File: config.mk
export PLATFORM = sky130hd
export DESIGN_NAME = mux_25bit_2way
export DESIGN_NICKNAME = d
export VERILOG_FILES = /design/src/rtl/mux_25bit_2way_pkg.sv /design/src/rtl/mux_25bit_2way_mux2_bit.sv /design/src/rtl/mux_25bit_2way.sv
export SDC_FILE = /design/constraint.sdc
export NUM_CORES = 1
export LEC_CHECK = 0
export ABC_CLOCK_PERIOD_IN_PS = 1250
export CAP_MARGIN = 20
export CORE_AREA = 2 2 51 89
export DETAILED_ROUTE_END_ITERATION = 10
export DIE_AREA = 0 0 53 91
export PLACE_DENSITY = 0.81
export SLEW_MARGIN = 0
export SYNTH_ARGS = -nofsm -noshare
export SYNTH_HDL_FRONTEND = slang
export SYNTH_SLANG_ARGS = --single-unit
File: constraint.sdc
create_clock -name clk -period 1.25 [get_ports clk]
set_input_delay 0.1875 -clock clk [delete_from_list [all_inputs] [get_ports clk]]
set_output_delay 0.1875 -clock clk [all_outputs]
set_load 0.02 [all_outputs]
File: src/rtl/mux_25bit_2way_pkg.sv
// Shared timer definitions: terminal-count word width and selector encoding.
package mux_25bit_2way_pkg;

  localparam int   TIMER_W = 25;
  localparam logic SEL_IN1 = 1'b0;
  localparam logic SEL_IN2 = 1'b1;

endpackage : mux_25bit_2way_pkg

File: src/rtl/mux_25bit_2way_mux2_bit.sv
// Single-bit 2:1 multiplexer; one slice of the terminal-count word selector.
module mux2_bit
  import mux_25bit_2way_pkg::*;
(
  input  logic in1,
  input  logic in2,
  input  logic sel,
  output logic out
);

  assign out = (sel == SEL_IN2) ? in2 : in1;

endmodule : mux2_bit

File: src/rtl/mux_25bit_2way.sv
// Two-way terminal-count/preset selector for the two-mode timer, with a
// combinational output and a one-cycle registered copy plus aligned select.
module mux_25bit_2way
  import mux_25bit_2way_pkg::*;
#(
  parameter int WIDTH = TIMER_W
) (
  input  logic             clk,
  input  logic             rst,
  input  logic [WIDTH-1:0] in1,
  input  logic [WIDTH-1:0] in2,
  input  logic             sel,
  output logic [WIDTH-1:0] out,
  output logic [WIDTH-1:0] out_q,
  output logic             sel_q
);

  logic [WIDTH-1:0] out_p1;
  logic             sel_p1;

  // Stage 0: combinational bit-sliced select, independent of clk and rst
  for (genvar i = 0; i < WIDTH; i++) begin : g_bit
    mux2_bit u_mux2_bit (
      .in1 (in1[i]),
      .in2 (in2[i]),
      .sel (sel),
      .out (out[i])
    );
  end

  // Stage 1: registered copy; both word and select clear on reset
  always_ff @(posedge clk) begin
    if (rst) begin
      out_p1 <= '0;
      sel_p1 <= SEL_IN1;
    end else begin
      out_p1 <= out;
      sel_p1 <= sel;
    end
  end

  assign out_q = out_p1;
  assign sel_q = sel_p1;

endmodule : mux_25bit_2way

# Word level (Yosys, flattened, before mapping)
# Index checks and enable logic that the tools add are counted.
# op_classes
shift	0
n_div	0
bitwise	0
order_cmp	0
n_eq_ne	0
n_addsub	0
n_reduce_logical	0
mul	0
mux	25
# op_table
op	n
2-to-1 mux 1 bit	25
# word_totals
regBits	26
latch_bits	0
mem_bits_rw	0
rom_bits	0
output_inout_bits	51
elab_cells	27
in_bits	53
memories	0

# Depth between registers and ports, before layout
# depth
word_depth	1
ltp_mapped	4
ltp_nobuf	2

# Hierarchy
# A second synthesis with hierarchy kept.
# unflattened
cells_unflattened	79
area_unflattened_um2	1076.0
# modules_own_cells
mod	seq_area_each_um2	cells_each	n_inst	area_each_um2
mux_25bit_2way	520.5	54	1	700.7
mux2_bit	0.0	1	25	15.0

# Worst setup path before layout
# OpenSTA, ideal clock, no wires.
# synth_timing
path_kind	input to output
startpoint	input port sel
endpoint	output port out[10]
n_path_buf	3
cell_stages	4
path_slack_ns	0.148
required_ns	1.062
t_arrival_ns	0.914
cell_sequence	buf_6 -> buf_6 -> mux2_4 -> buf_4
# synth_via
elab_chain_len	1
# synth_lines
item	line_no	rtl
start: declaration	mux_25bit_2way.sv:12	input logic sel,
2-to-1 mux 1 bit	mux_25bit_2way_mux2_bit.sv:11	assign out = (sel == SEL_IN2) ? in2 : in1;
end: declaration	mux_25bit_2way.sv:13	output logic [WIDTH-1:0] out,
# No other way between the ends.

# Worst setup path after layout
# layout_timing
startpoint	input port in2[4]
endpoint	output port out[4]
# layout_via
elab_chain_len	1
# layout_lines
item	line_no	rtl
start: declaration	mux_25bit_2way.sv:11	input logic [WIDTH-1:0] in2,
2-to-1 mux 1 bit	mux_25bit_2way_mux2_bit.sv:11	
# No other way between the ends.

==> flow_summary.json <==
{
  "synth.yosys.seq_area_share_pct": 41.1,
  "dp_hpwl_mm": 2.47,
  "std_cell_rows": 31,
  "grt_pass1_vias": 1031,
  "antenna_found_initial": 0,
  "vias": 1001,
  "cts_htree_levels": 1,
  "combPwrFrac_pct": 30.2,
  "hold-path-cell-count": 3,
  "firstDrtPassIters": 4,
  "drc": 0,
  "synth_area_leaders": "dfxtp_1 (41%), mux2_4 (23%), buf_4 (15%)",
  "p_sw_uw": 564,
  "n_fill_cell": 409,
  "io_pins": 104,
  "cpPeakStageDelay_ps": 420,
  "cts.clk_slew.worst_paths_ps": 90,
  "cts_buffers": 3,
  "syn_nets": 160,
  "drt_wl_total_mm": 3.10,
  "avgRoutedWirePerCell_um": 13.0,
  "hold_end": "sel_q",
  "switching_share_pct": 25.0,
  "synth_area_mm2": 0.00126,
  "syn_area_per_cell_um2": 11.8,
  "antenna_cells": 0,
  "cts-root-buf": "clkbuf_8",
  "required_ps": 1060,
  "synthCells": 107,
  "hold_start": "sel",
  "initial_core_util_pct": 31.1,
  "worstPathArrival_ps": 1040,
  "drt-vias-per-instance": 4.19,
  "path_class": "input pin to output port",
  "clk_path_buf_depth": 2,
  "ctsHoldBuffers": 0,
  "synth_top_cell_by_area": "dfxtp_1",
  "drive_above_1_share_pct": 32.1,
  "grt_max_degree": 27,
  "grt_pass1_wl_mm": 4.76,
  "seqPwrFrac_pct": 39.5,
  "overflow": 0,
  "final.min_clock_period_ps": 1230,
  "power_density_mw_per_mm2": 1050,
  "port_buffers": 103,
  "synth_cell_types": 7,
  "final.period_utilization_pct": 98.5,
  "path_cells": "clkdlybuf4s50_1, mux2_4, buf_4",
  "max_cap_violations": 0,
  "coreArea_mm2": 0.00407,
  "max_slew_margin_pct": 83.5,
  "p_leak_uw": 0.00102,
  "fp.dieH_um": 91,
  "die_area_mm2": 0.00482,
  "die_x_um": 53,
  "synth_top_area_share_pct": 41.1,
  "multi_input_area_um2": 519,
  "critPathLaunchType": "input pin",
  "setup_viol": 0,
  "peakVddDrop_uv": 492,
  "internal-power_uw": 1690,
  "hold_path.class": "input pin to register",
  "ys_warn_count": 0,
  "cts_tree": "yes",
  "tns_ps": 0,
  "fin_ws_ps": 19.2,
  "end_kind": "output port",
  "drtAntennaViolNets": 0,
  "first_iter_violations": 7,
  "hold_violations": 0,
  "p_clk_share_pct": 30.3,
  "max_freq_mhz": 812,
  "place_congestion": 0.750,
  "cp_slowest_cell": "clkdlybuf4s50_1",
  "seqCellArea_um2": 520,
  "grt_use_total_pct": 13.6,
  "syn_to_final_growth_pct": 70.3,
  "numClockSinks": 26,
  "ys_seq_elements": 26,
  "finalMaxSlewViolations": 0,
  "status": "finished, final reports clean",
  "pre_cts_slack_ps": -377,
  "tightest_slew_ps": 248,
  "cp_max_fo": 2,
  "nets": 244
}
## sequential cells by signal (all words and copies together) (netlist names)
| signal | flops |
|---|---|
| out_q | 25 |
| sel_q | 1 |
## kinds of logic after synthesis
group	after synthesis	share of synthesized area, %
muxes	25	27.9
DFF	26	41.1
buffers and inverters	30	18.1
and+or+nand+nor	26	12.9
## worst max path at each step
| stage | startpoint | end | slack (ps) | depth (start not counted) |
|---|---|---|---|---|
| after floorplan | sel | out[10] | 150 | 4 |
| after global placement | sel | out[4] | -370 | 4 |
| after detailed placement | sel | out[4] | -380 | 4 |
| after CTS | in2[4] | out[4] | 10 | 3 |
| after global routing | in1[4] | out[4] | -7 | 3 |
| final | in2[4] | out[4] | 20 | 3 |
## worst max-delay path, delay by kind of cell
family / cells / cell delay (ps)
buffers and inverters: 2 / 580
muxes: 1 / 280
## metal layers
metal  wire length, um  global-route usage, %  share of wire [%]
met5                 0                      0                  0
met4                55                   6.41                1.8
met3               313                   3.13                 10
met2              1770                   26.3                 57
met1               969                   12.2                 31
## synthesized netlist by cell type
cell and n:
clkbuf_1 2, nor2b_1 26, mux2_2 6, buf_4 25
mux2_4 19, dfxtp_1 26, buf_6 3
## power by group through the flow
| stage | Clock, uW | Sequential, uW | Combinational (uW) |
|---|---|---|---|
| final | 685 | 892 | 682 |
| after global routing | 729 | 896 | 730 |
| after CTS | 705 | 893 | 688 |
| after detailed placement | 0 | 915 | 771 |
| after global placement | 0 | 913 | 760 |
| after floorplan | 0 | 988 | 348 |
## cell type report
class | count | area share [%]
Clock inverter | 1 | 1.39
Timing Repair Buffer | 109 | 45.6
Clock buffer | 3 | 1.92
Multi-Input combinational cell | 51 | 24.1
Tap cell | 49 | 2.85
Sequential cell | 26 | 24.2
## per-stage QoR
stage / power (uW) / instance area, um^2 / hold WS [ps] / util [%] / instances
floorplan: 1340 / 1260 / 259 / - / 107
global placement: 1670 / 2200 / 682 / 54.0 / 234
detailed placement: 1690 / 2200 / 687 / 54.0 / 234
CTS: 2290 / 2150 / 317 / 52.7 / 239
global route: 2360 / 2150 / 354 / 52.9 / 239
finish: 2260 / 2150 / 314 / 52.9 / 239
## repair_timing
item                       CTS  global route
setup endpoints to repair   51             1
cloned                       1             0
buffers inserted             0             0
resized for setup          130             2
hold endpoints to repair     0             0
## cells in the final DEF, fill, tap and decap left out
cell type        instances
buf_6                    1
buf_2                   23
nor2b_1                 26
buf_16                   1
buf_12                   3
clkbuf_8                 3
buf_4                    4
mux2_4                  20
bufinv_16                1
clkdlybuf4s50_1         51
dfxtp_1                 26
dlygate4sd2_1           26
mux2_2                   5
(Power assumes the default switching activity.)
